File: src/rtl/demux1x4_buffered.sv
// Steers one input word into one of four holding slots (A-D); each slot holds its word until the consumer acks it.
// One cycle from accept to slot output. in_ready drops while the addressed slot is full and not being acked that cycle.
module demux1x4_buffered #(
  parameter int WIDTH = 16,
  parameter int CNT_W = 8
) (
  input  logic             clk,
  input  logic             reset,
  input  logic [WIDTH-1:0] in_data,
  input  logic [1:0]       in_sel,
  input  logic             in_valid,
  output logic             in_ready,
  output logic [WIDTH-1:0] out_a,
  output logic [WIDTH-1:0] out_b,
  output logic [WIDTH-1:0] out_c,
  output logic [WIDTH-1:0] out_d,
  output logic [3:0]       out_valid,
  input  logic [3:0]       out_ack,
  output logic [CNT_W-1:0] xfer_count
);

  logic [WIDTH-1:0] slot_q [4];
  logic             xfer;

  // An ack in the same cycle frees the slot, so a full slot can be refilled back-to-back.
  assign in_ready = ~out_valid[in_sel] | out_ack[in_sel];
  assign xfer     = in_valid & in_ready;

  always_ff @(posedge clk or posedge reset) begin
    if (reset) begin
      for (int i = 0; i < 4; i++) begin
        slot_q[i] <= '0;
      end
      out_valid  <= '0;
      xfer_count <= '0;
    end else begin
      for (int i = 0; i < 4; i++) begin
        if (xfer && (in_sel == 2'(i))) begin
          slot_q[i]    <= in_data;
          out_valid[i] <= 1'b1;
        end else if (out_ack[i] && out_valid[i]) begin
          out_valid[i] <= 1'b0;
        end
      end
      if (xfer) begin
        xfer_count <= xfer_count + 1'b1;
      end
    end
  end

  assign out_a = slot_q[0];
  assign out_b = slot_q[1];
  assign out_c = slot_q[2];
  assign out_d = slot_q[3];

endmodule
File: config.mk
export PLATFORM = sky130hd
export DESIGN_NAME = demux1x4_buffered
export DESIGN_NICKNAME = d
export VERILOG_FILES = /design/src/rtl/demux1x4_buffered.sv
export SDC_FILE = /design/constraint.sdc
export NUM_CORES = 1
export LEC_CHECK = 0
export BUFFER_PORTS_ARGS = -buffer_cell sky130_fd_sc_hd__clkbuf_2
export CORE_MARGIN = 4
export CORE_UTILIZATION = 45
export DETAILED_ROUTE_END_ITERATION = 7
export GPL_TIMING_DRIVEN = 0
export PLACE_DENSITY = 0.75
export SYNTH_ARGS = -nofsm -noshare
export SYNTH_HDL_FRONTEND = slang
export SYNTH_SLANG_ARGS = --single-unit
export TNS_END_PERCENT = 5
File: constraint.sdc
create_clock -name clk -period 2.6 [get_ports clk]
set_clock_uncertainty 0.15 [all_clocks]
set_input_delay 0.65 -clock clk [delete_from_list [all_inputs] [get_ports clk]]
set_output_delay 0.65 -clock clk [all_outputs]
set_load 0.02 [all_outputs]
---- Word-level counts from Yosys, hierarchy flattened ----
Index checks and enable logic that the tools add are counted.
word-level totals
  logic and storage cells ................. 42
  input port bits ......................... 25
  bits in registers ....................... 76
  output and inout bits ................... 77
operators by class
  bitwise gates (word level) .............. 3
  mux-type cells .......................... 12
  order comparisons ....................... 1
  add/sub/neg operators ................... 1
  equality and inequality tests ........... 3
  reduce and logical (&&, ||, !) cells .... 13
operator list
  cell                 number
  $mux 1               10
  $add 8x1->8 const B  1
  $logic_and 1x1->1    8
  $reduce_bool 2->1    4
  $bmux 1 s2           2
  $eq 2x2->1 const B   2
  $lt 2x3->1 const B   1
  $eq 2x1->1 const B   1
  $logic_not 2->1      1
  $and 1x1->1          1
  $not 1->1            1
  $or 1x1->1           1

---- Longest topological paths before layout ----
Gate-level depths: netlist of the first run.
  depth in word-level cells ............... 7
  mapped depth ............................ 6
  gate-level depth less buffers ........... 5

---- Worst setup path before layout of the first run ----
Ideal clock, no wire load.
  kind .................................... input to output
  start point ............................. input port out_ack[0]
  end point ............................... output port in_ready
  stages .................................. 2
  data required time ...................... 1.800 ns
  setup slack ............................. 0.366 ns
  arrival ................................. 1.434 ns
  buffers on the path ..................... 0
  cell sequence ........................... nand2b_1 > mux4_2
between the ends
  word-level cells in the longest chain between the ends .. 3
ends and longest elaborated chain
  what                          line  text
  from (decl)                   18    input logic [3:0] out_ack,
  $bmux 1 s2                    26    assign in_ready = ~out_valid[in_sel] | out_ack[in_sel];
  $mux 1 (implied by the code)  26
  $or 1x1->1                    26
  to (decl)                     12    output logic in_ready,
Every way passes these cells. The select of a mux whose other input is x is not followed.

---- Worst setup path in the final report of the first run ----
Same ends and word-level chain as after synthesis.

==> impl_results.md, run 1 <==
* Filler Cells Inserted at 517
* Wirelength, routed at 6.36 mm
* Mapped Avg Cell Area at 16.3 sq um
* Hold crit path type: in -> async
* CP Cell Sequence: clkbuf_2, nand2b_1, mux4_2, clkbuf_2
* Critical path's most frequent cell: clkbuf_2
* Htree depth at 3
* Die Y at 90.6 um
* IO Pins at 102
* Syn Inst Count at 189
* # Max-Cap Violations at 0
* HPWL Detailed at 4.62 mm
* Clock sink count at 76
* Number of global-route vias before repair at 1933
* Initial antenna violation count at 0
* Maximum VDD drop at 0.000507 V
* Count of final hold-check violations at 0
* Post-synthesis sequential area ratio at 61.9%
* Post-cts sizing count at 0
* Die ar. at 8210 sq um
* Gpl congestion at 0.731
* Clock transition at the registers of the reported paths at 0.07 ns
* DRT antenna net count at 0
* Remaining DRCs at 0
* CTS tree: built
* Worst-Skew Late Latency at 0.34 ns
* TritonRoute pass-1 iters at 4
* Grt total ovfl at 0
* Worst setup SP type: input port
* Crit path largest cell delay at 0.57 ns
* Initial Util at 47.3%
* Actual slew at the worst max-slew pin at 0.796 ns
* Max-slew headroom at 46.8%
* WL/cell at 16.4 um
* Iteration-0 DRC Markers at 31
* Status: complete, no violations
* Final Cell Area at 3940 sq um
* Crit Path Class: in -> out
* Post-Syn Area at 3070 sq um
* Via/cell ratio at 4.97
* Critical-path maximum fanout at 5
* Syn nets at 215
* Area after DPL at 3700 sq um
* Pin count of the biggest net entering global routing at 41
* Leak pwr at 1.93 nW
* Port-buffer cells at 101
* CP bufs+invs at 2
* Critical Path AT at 1.72 ns
* Final worst path period share at 96.9%
* # diodes at 0
* Share of cells above drive strength 1 at 63.2%
* First-pass GRT wire length at 10.3 mm
* Max Buffers Root-to-Sink at 2
* Synth Register Bits at 76
* Yosys warning total at 0
* Setup-failing EPs final at 0
* Chip Width at 90.6 um
* Post-route setup TNS at 0 ns
* Unique masters post-synth at 26
* CP Capture Type: output port
* DR vias at 1924
* Core Area at 6490 sq um
* Fmax at 0.397 GHz
* NumNets Final at 331
* Tmin final at 2.52 ns
* Slowest cell on the critical path: mux4_2
* Fin. max-slew vios at 0
* GR Util All Layers at 16.1%
* Rows at 29
* Critical path's top delay family: multiplexers
* RSZ-0062 raised after global routing: false
* CP required at 1.80 ns
* Total power at 3.67 mW
* Final Util at 60.6%
* TritonCTS buffer count at 9
* Area grow syn2layout at 28.1%
* Pwr dens at 934 nW/um^2
* Clk root buf: clkbuf_8
sequential cells by signal (all words and copies together) (netlist names):
register	flops
out_valid	4
xfer_count	8
out_b	16
out_c	16
out_d	16
out_a	16
area by class of cell:
| type | instances | area, sq um | area share (%) |
|---|---|---|---|
| plain buffers | 6 | 62.6 | 1.59 |
| flip-flops and latches | 76 | 1900 | 48.3 |
| repair buffers | 105 | 548 | 13.9 |
| clock inverters | 6 | 88.8 | 2.26 |
| multi-input cells | 105 | 1100 | 27.9 |
| clock buffers | 10 | 128 | 3.24 |
| well taps | 77 | 96.3 | 2.45 |
| inverters | 2 | 11.3 | 0.286 |
final timing paths:
kind	from	end	slack (ns)	cells after the start
worst max-delay path	out_ack[0]	in_ready	0.08	4
worst min-delay path	reset	out_b[6]	0.29	2
worst max register to register	out_valid[0]	xfer_count[1]	0.71	5
worst min register to register	xfer_count[7]	xfer_count[7]	0.34	1
max in group asynchronous	reset	xfer_count[0]	1.36	3
min in group clk	xfer_count[7]	xfer_count[7]	0.34	1
power breakdown:
part / total (mW) / internal (mW) / leakage, nW / switching [mW]
combinational: 1.07 / 0.471 / 0.920 / 0.603
sequential: 1.63 / 1.45 / 0.911 / 0.180
clock: 0.974 / 0.541 / 0.102 / 0.433
cells in the final DEF (no fill, tap or decap), types with 3 or more instances in the layout:
master / netlist / final
dfrtp_1: 76 / 76
mux2_4: 21 / 21
nand3_1: 3 / 3
and3_1: 3 / 3
mux2_2: 41 / 41
clkbuf_8: 0 / 9
clkbuf_2: 0 / 101
mux2_1: 3 / 3
xnor2_1: 7 / 7
clkinvlp_4: 0 / 3
nand2_1: 10 / 10
nand2b_1: 3 / 3
buf_4: 2 / 5
metal layers:
metal	track usage, %	share of wire, %	up-vias
li1	-	-	890
met1	22.4	47	956
met2	23.3	46	71
met3	5.33	6.4	7
met4	5.74	0.93	0
met5	0	0	-
logic make-up after synthesis:
kind of cell,count (synthesis),synth area share (%)
flops,76,61.9
buf+inv,8,2.28
compound gates,1,0.163
simple gates,30,6.11
xor+xnor,7,2.00
fa+ha+maj,1,0.407
mux,66,27.1
through the flow:
step	setup slack, ns	hold WS [ns]	instances
final	0.0803	0.293	387
after global routing	0.0168	0.340	387
after CTS	0.0263	0.306	384
after detailed placement	0.0298	0.323	368
after global placement	0.0338	0.313	367
after floorplan	0.366	0.431	189
cell usage after synthesis:
cell / count / area, sq um
and2b_4: 1 / 10.0
and3_1: 3 / 18.8
and4_1: 1 / 8.76
buf_12: 1 / 20.0
buf_2: 1 / 5.00
buf_4: 2 / 15.0
buf_6: 2 / 22.5
dfrtp_1: 76 / 1900
ha_1: 1 / 12.5
inv_1: 2 / 7.51
mux2_1: 3 / 33.8
mux2_2: 41 / 462
mux2_4: 21 / 315
mux4_2: 1 / 22.5
nand2_1: 10 / 37.5
nand2_2: 2 / 12.5
nand2b_1: 3 / 18.8
nand2b_2: 1 / 8.76
nand3_1: 3 / 15.0
nand3b_4: 1 / 20.0
nand4_1: 1 / 6.26
nor2_1: 2 / 7.51
nor3_1: 1 / 5.00
nor3b_4: 1 / 18.8
o21ai_0: 1 / 5.00
xnor2_1: 7 / 61.3
what timing repair did:
item / CTS / global route
endpoints found under the setup margin: 0 / 1
hold buffers: 0 / 0
setup buffers: 0 / 3
hold endpoints to repair: 0 / 0
Power figures use the tool's default switching activity.
==> run 2: changes to the inputs <==
==> constraint.sdc (replaced) <==
create_clock -name clk -period 2.6 [get_ports clk]
set_clock_uncertainty 0.15 [all_clocks]
set_input_delay 0.26 -clock clk [delete_from_list [all_inputs] [get_ports clk]]
set_output_delay 0.26 -clock clk [all_outputs]
set_load 0.02 [all_outputs]
==> impl_results.md, run 2 (synthesis gave the netlist of run 1 again) <==
* Remaining DRCs at 0 (unchanged)
* Tmin final at 2.09 ns (-0.425 ns)
* Critical Path AT at 1.68 ns (-0.04 ns)
* Met2 usage at 26.4% (+3.1 points)
* Power share of the combinational group at 28.9% (-0.3 points)
* Status: complete, no violations
* Setup-failing EPs final at 0 (unchanged)
* Fin. max-slew vios at 0 (unchanged)
* Htree depth at 3 (unchanged)
* Critical-path maximum fanout at 8 (+3)
* # diodes at 0 (unchanged)
* IO Pins at 102 (unchanged)
* Pin count of the biggest net entering global routing at 42 (+2.4%)
* TritonCTS buffer count at 9 (unchanged)
* Crit Path Class: reg -> out
* DR vias at 1947 (+1.2%)
* Worst setup SP type: register
* Grt total ovfl at 0 (unchanged)
* HPWL Detailed at 4.69 mm (+1.5%)
* Max Buffers Root-to-Sink at 2 (unchanged)
* Pwr dens at 943 nW/um^2 (+1.0%)
* Via/cell ratio at 5.06 (+1.7%)
* Leak pwr at 1.93 nW (about the same)
* WL/cell at 16.9 um (+3.0%)
* Clock transition at the registers of the reported paths at 0.08 ns (about the same)
* Gpl congestion at 0.721 (-1.3%)
* Power Internal at 2.48 mW (+1.1%)
* Maximum VDD drop at 0.000465 V (-8.3%)
* Area grow syn2layout at 28.0%
* Number of global-route vias before repair at 2080 (+7.6%)
* Post-cts sizing count at 0 (unchanged)
* Flop pwr share at 44.0% (-0.3 points)
* Filler Cells Inserted at 537 (+3.9%)
* Setup WS pre-CTS at 0.715 ns (+0.685 ns)
* Count of final hold-check violations at 0 (unchanged)
* Post-CTS Setup Bufs at 0 (unchanged)
* Sequential Area at 1900 sq um (unchanged)
* Met1 usage at 21.1% (-1.3 points)
* RSZ-0062 raised after global routing: false
* Critical path's top delay family: multiplexers
* Worst-Skew Late Latency at 0.34 ns (about the same)
* CP Cell Sequence: nand2b_1, mux4_2, clkbuf_2
* NumNets Final at 329 (-0.60%)
* Global-route track usage on met3 at 5.00% (-0.33 points)
* Chip Width at 90.6 um (unchanged)
* Port-buffer cells at 101 (unchanged)
* Final worst path period share at 80.6% (-16 points)
* Clock Power Share at 27.1% (+0.6 points)
* Wirelength, routed at 6.52 mm (+2.4%)
* Most frequent cells in the layout: clkbuf_2 (101), dfrtp_1 (76), mux2_2 (41)
* CP bufs+invs at 1 (-1)
* Multi-input logic area at 1100 sq um (unchanged)
* Max-slew headroom at 68.7% (+22 points)
* Slowest cell on the critical path: mux4_2
* Actual slew at the worst max-slew pin at 0.470 ns (-0.326 ns)
* Sw Share at 33.0% (-0.11 points)
* Crit path largest cell delay at 0.61 ns (+0.04 ns)
* Commonest non-fill, non-tap cell in the layout: clkbuf_2
* GR Util All Layers at 16.5% (+0.44 points)
* Die ar. at 8210 sq um (unchanged)
* Rows at 29 (unchanged)
* DRT antenna net count at 0 (unchanged)
* Die Y at 90.6 um (unchanged)
* Psw at 1.22 mW (+0.57%)
* Clk root buf: clkbuf_8
* Hold crit path type: in -> reg
* Total power at 3.71 mW (+0.90%)
* CP Capture Type: output port
* Core Area at 6490 sq um (unchanged)
* Fmax at 0.477 GHz (+20%)
* Final WS setup at 0.505 ns (+0.425 ns)
* CP required at 2.19 ns (+0.39 ns)
* TritonRoute pass-1 iters at 4 (unchanged)
* CTS tree: built
* Clock sink count at 76 (unchanged)
* Hold-fix buffers at CTS at 1 (+1)
* First-pass GRT wire length at 10.7 mm (+3.4%)
* Initial Util at 47.3% (unchanged)
* Initial antenna violation count at 0 (unchanged)
* # Max-Cap Violations at 0 (unchanged)
* GRT busiest layer: met2
* Iteration-0 DRC Markers at 44 (+42%)
* Share of cells above drive strength 1 at 62.7% (-0.56 points)
run 2: cell count changes in the layout (fill, tap and decap cells not counted), sizes merged:
cell / delta
clkbuf: +1
buf: -3
inv: +2
clkinvlp: -1
clkinv: -2
dlygate4sd3: +1
run 2: metal layers:
metal	vias up	routed length (um)	share of wire (%)
met5	-	0	0
met4	0	86	1.3
met3	8	360	5.5
met2	65	3180	49
met1	983	2890	44
li1	891	-	-
run 2: power by group through the flow:
stage          clock, mW  combinational, mW  sequential [mW]
2_1_floorplan          0              0.375             1.95
3_3_place_gp           0               1.06             1.64
3_5_place_dp           0               1.09             1.65
4_1_cts             1.04               1.09             1.63
5_1_grt             1.09               1.15             1.67
6_report            1.00               1.07             1.63
run 2: per-stage QoR:
stage	TNS, ns	hold slack, ns	instance area [sq um]	instances	utilization (%)
after floorplan	0	0.218	3070	189	-
after global placement	-47.93	0.309	3670	367	56.6
after detailed placement	0	0.162	3700	368	56.9
after CTS	0	0.00982	3930	385	60.5
after global routing	0	0.0255	3930	385	60.5
final	0	0.0331	3930	385	60.5
run 2: worst paths after layout:
check / startpoint / endpoint / slack, ns / depth (start not counted)
max in group asynchronous: reset / out_a[8] / 1.39 / 4
setup / recovery: out_valid[0] / in_ready / 0.51 / 3
min in group asynchronous: reset / xfer_count[7] / 0.35 / 3
setup reg to reg: out_valid[0] / xfer_count[1] / 0.77 / 4
hold / removal: in_data[7] / out_a[7] / 0.03 / 2
hold reg to reg: xfer_count[7] / xfer_count[7] / 0.33 / 1
run 2: worst register-to-register path: cells and delay by family, from the launching register on:
family / cells / cell delay, ns
simple gates: 2 / 0.30
mux: 2 / 0.91
flops: 1 / 0.37
run 2: layout make-up:
class / instances / share of cell area (%)
buffer: 6 / 1.59
clock buffer: 11 / 3.60
clock inverter: 5 / 2.13
inverter: 2 / 0.255
multi-input combinational: 105 / 28.0
sequential: 76 / 48.4
tap: 77 / 2.45
timing repair buffer: 103 / 13.6
==> run 3: changes to the inputs <==
--- a/config.mk
+++ b/config.mk
@@ -7,10 +7,10 @@
 export LEC_CHECK = 0
 export BUFFER_PORTS_ARGS = -buffer_cell sky130_fd_sc_hd__clkbuf_2
 export CORE_MARGIN = 4
-export CORE_UTILIZATION = 45
+export CORE_UTILIZATION = 50
 export DETAILED_ROUTE_END_ITERATION = 7
 export GPL_TIMING_DRIVEN = 0
-export PLACE_DENSITY = 0.75
+export PLACE_DENSITY = 0.79
 export SYNTH_ARGS = -nofsm -noshare
 export SYNTH_HDL_FRONTEND = slang
 export SYNTH_SLANG_ARGS = --single-unit
==> constraint.sdc (replaced) <==
create_clock -name clk -period 2.13 [get_ports clk]
set_clock_uncertainty 0.15 [all_clocks]
set_input_delay 0.213 -clock clk [delete_from_list [all_inputs] [get_ports clk]]
set_output_delay 0.213 -clock clk [all_outputs]
set_load 0.02 [all_outputs]
==> impl_results.md, run 3 (synthesis gave the netlist of run 1 again) <==
* Status: complete, no violations
* RSZ-0062 raised after global routing: false
* Clk root buf: clkbuf_8
* Hold crit path type: in -> reg
* Worst flop-to-flop path endpoint: out_b[7]
* Clock sink count at 76 (unchanged)
* Die ar. at 7460 sq um (-9.1%)
* Chip Width at 86.4 um (-4.7%)
* Post-cts sizing count at 0 (unchanged)
* Most frequent cells in the layout: clkbuf_2 (101), dfrtp_1 (76), mux2_2 (41)
* TritonRoute pass-1 iters at 4 (unchanged)
* Remaining DRCs at 0 (unchanged)
* Worst-Skew Late Latency at 0.34 ns (about the same)
* Crit path largest cell delay at 0.60 ns (about the same)
* Count of final hold-check violations at 0 (unchanged)
* Pwr dens at 1160 nW/um^2 (+23%)
* Hold Path Origin: out_ack[3]
* Max Buffers Root-to-Sink at 2 (unchanged)
* Post-CTS Setup Bufs at 0 (unchanged)
* HPWL Detailed at 4.62 mm (-1.6%)
* DRT antenna net count at 0 (unchanged)
* Worst setup SP type: register
* Fin. max-slew vios at 0 (unchanged)
* Core Area at 5960 sq um (-8.3%)
* R2R setup slack at 0.30 ns (-0.47 ns)
* Via/cell ratio at 5.09 (+0.59%)
* Max-slew headroom at 46.2% (-22 points)
* IO Pins at 102 (unchanged)
* # diodes at 0 (unchanged)
* Gpl congestion at 0.720 (-0.18%)
* Htree depth at 3 (unchanged)
* # Max-Cap Violations at 0 (unchanged)
* Wirelength, routed at 6.68 mm (+2.5%)
* Critical Path AT at 1.63 ns (-0.05 ns)
* Final worst path period share at 93.5%
* Die Y at 86.4 um (-4.7%)
* CTS tree: built
* GR Util All Layers at 18.7% (+2.2 points)
* Grt total ovfl at 0 (unchanged)
* Min-Delay Endpoint: out_valid[3]
* RR Startpoint: out_valid[1]
* Pin count of the biggest net entering global routing at 40 (-4.8%)
* Post-route setup TNS at 0 ns (unchanged)
* Leak pwr at 1.98 nW (+2.3%)
* Share of cells above drive strength 1 at 61.3% (-1.4 points)
* DR vias at 1984 (+1.9%)
* Rows at 28 (-3.4%)
* Commonest non-fill, non-tap cell in the layout: clkbuf_2
* Actual slew at the worst max-slew pin at 0.805 ns (+0.335 ns)
* Critical-path maximum fanout at 8 (unchanged)
* Setup-failing EPs final at 0 (unchanged)
* Fmax at 0.502 GHz
* NumNets Final at 336 (+2.1%)
* CP Cell Sequence: nand2b_1, mux4_2, clkbuf_2
* R2r worst-path depth at 4 (unchanged)
* Hold Path Depth at 3 (+1)
* WL/cell at 17.1 um (+1.2%)
* Iteration-0 DRC Markers at 65 (+48%)
* Slowest cell on the critical path: mux4_2
* Crit Path Class: reg -> out
* Port-buffer cells at 101 (unchanged)
* CP required at 1.77 ns (-0.42 ns)
* TritonCTS buffer count at 9 (unchanged)
* Maximum VDD drop at 0.000686 V (+48%)
* First-pass GRT wire length at 10.6 mm (-1.0%)
* Tmin final at 1.99 ns
* Min Hold Slack at 0.00264 ns (-0.0305 ns)
* Area grow syn2layout at 31.0%
* CP Capture Type: output port
* Initial antenna violation count at 0 (unchanged)
* Number of global-route vias before repair at 2092 (+0.58%)
* Clock transition at the registers of the reported paths at 0.07 ns (about the same)
* Initial Util at 51.6% (+4.3 points)
-- run 3: cell types whose count changed in the layout (fill, tap and decap cells not counted) --
cell	delta
inv_4	-1
clkinvlp_4	-1
dlygate4sd3_1	+7
clkbuf_8	+1
clkinv_2	+1
inv_6	-1
bufinv_16	+1
-- run 3: worst max path at each step --
stage	start	endpoint
finish	out_valid[0]	in_ready
global route	out_valid[0]	in_ready
CTS	out_valid[0]	in_ready
detailed placement	out_valid[1]	out_b[9]
global placement	out_valid[1]	out_b[3]
floorplan	out_valid[0]	xfer_count[1]
-- run 3: layout make-up --
type | count | area [sq um]
sequential | 76 | 1900
inverter | 2 | 11.3
multi-input combinational | 105 | 1100
buffer | 6 | 62.6
clock inverter | 4 | 95.1
fill | 443 | 1930
clock buffer | 12 | 155
timing repair buffer | 110 | 606
tap | 75 | 93.8
-- run 3: worst max-delay path, delay by kind of cell, from the launching register on --
family / cells / cell delay [ns]
flops: 1 / 0.36
buf+inv: 1 / 0.20
simple gates: 1 / 0.13
mux: 1 / 0.60
-- run 3: per-stage QoR --
step / cell area (sq um) / worst slack, ns / util [%] / power [mW] / instances
global route: 4030 / 0.0674 / 67.6 / 4.89 / 390
finish: 4030 / 0.139 / 67.6 / 4.68 / 390
CTS: 4020 / 0.132 / 67.4 / 4.72 / 389
global placement: 3670 / 0.333 / 61.7 / 3.30 / 365
detailed placement: 3690 / 0.279 / 62.0 / 3.35 / 366
floorplan: 3080 / 0.243 / - / 2.84 / 189
-- run 3: metal layers --
| metal | vias up | wire length, um | GRT usage (%) |
|---|---|---|---|
| li1 | 899 | - | - |
| met1 | 996 | 2830 | 23.6 |
| met2 | 79 | 3200 | 30.2 |
| met3 | 10 | 559 | 6.65 |
| met4 | 0 | 89 | 5.95 |
| met5 | - | 0 | 0 |
-- run 3: power by group --
part,internal (mW),total (mW),switching (mW)
combinational,0.579,1.33,0.750
clock,0.841,1.35,0.510
sequential,1.77,2.00,0.229
-- run 3: what timing repair did --
item / in CTS / in global routing
hold buffers: 7 / 1
endpoints found under the hold margin: 50 / 3
endpoints found under the setup margin: 0 / 0
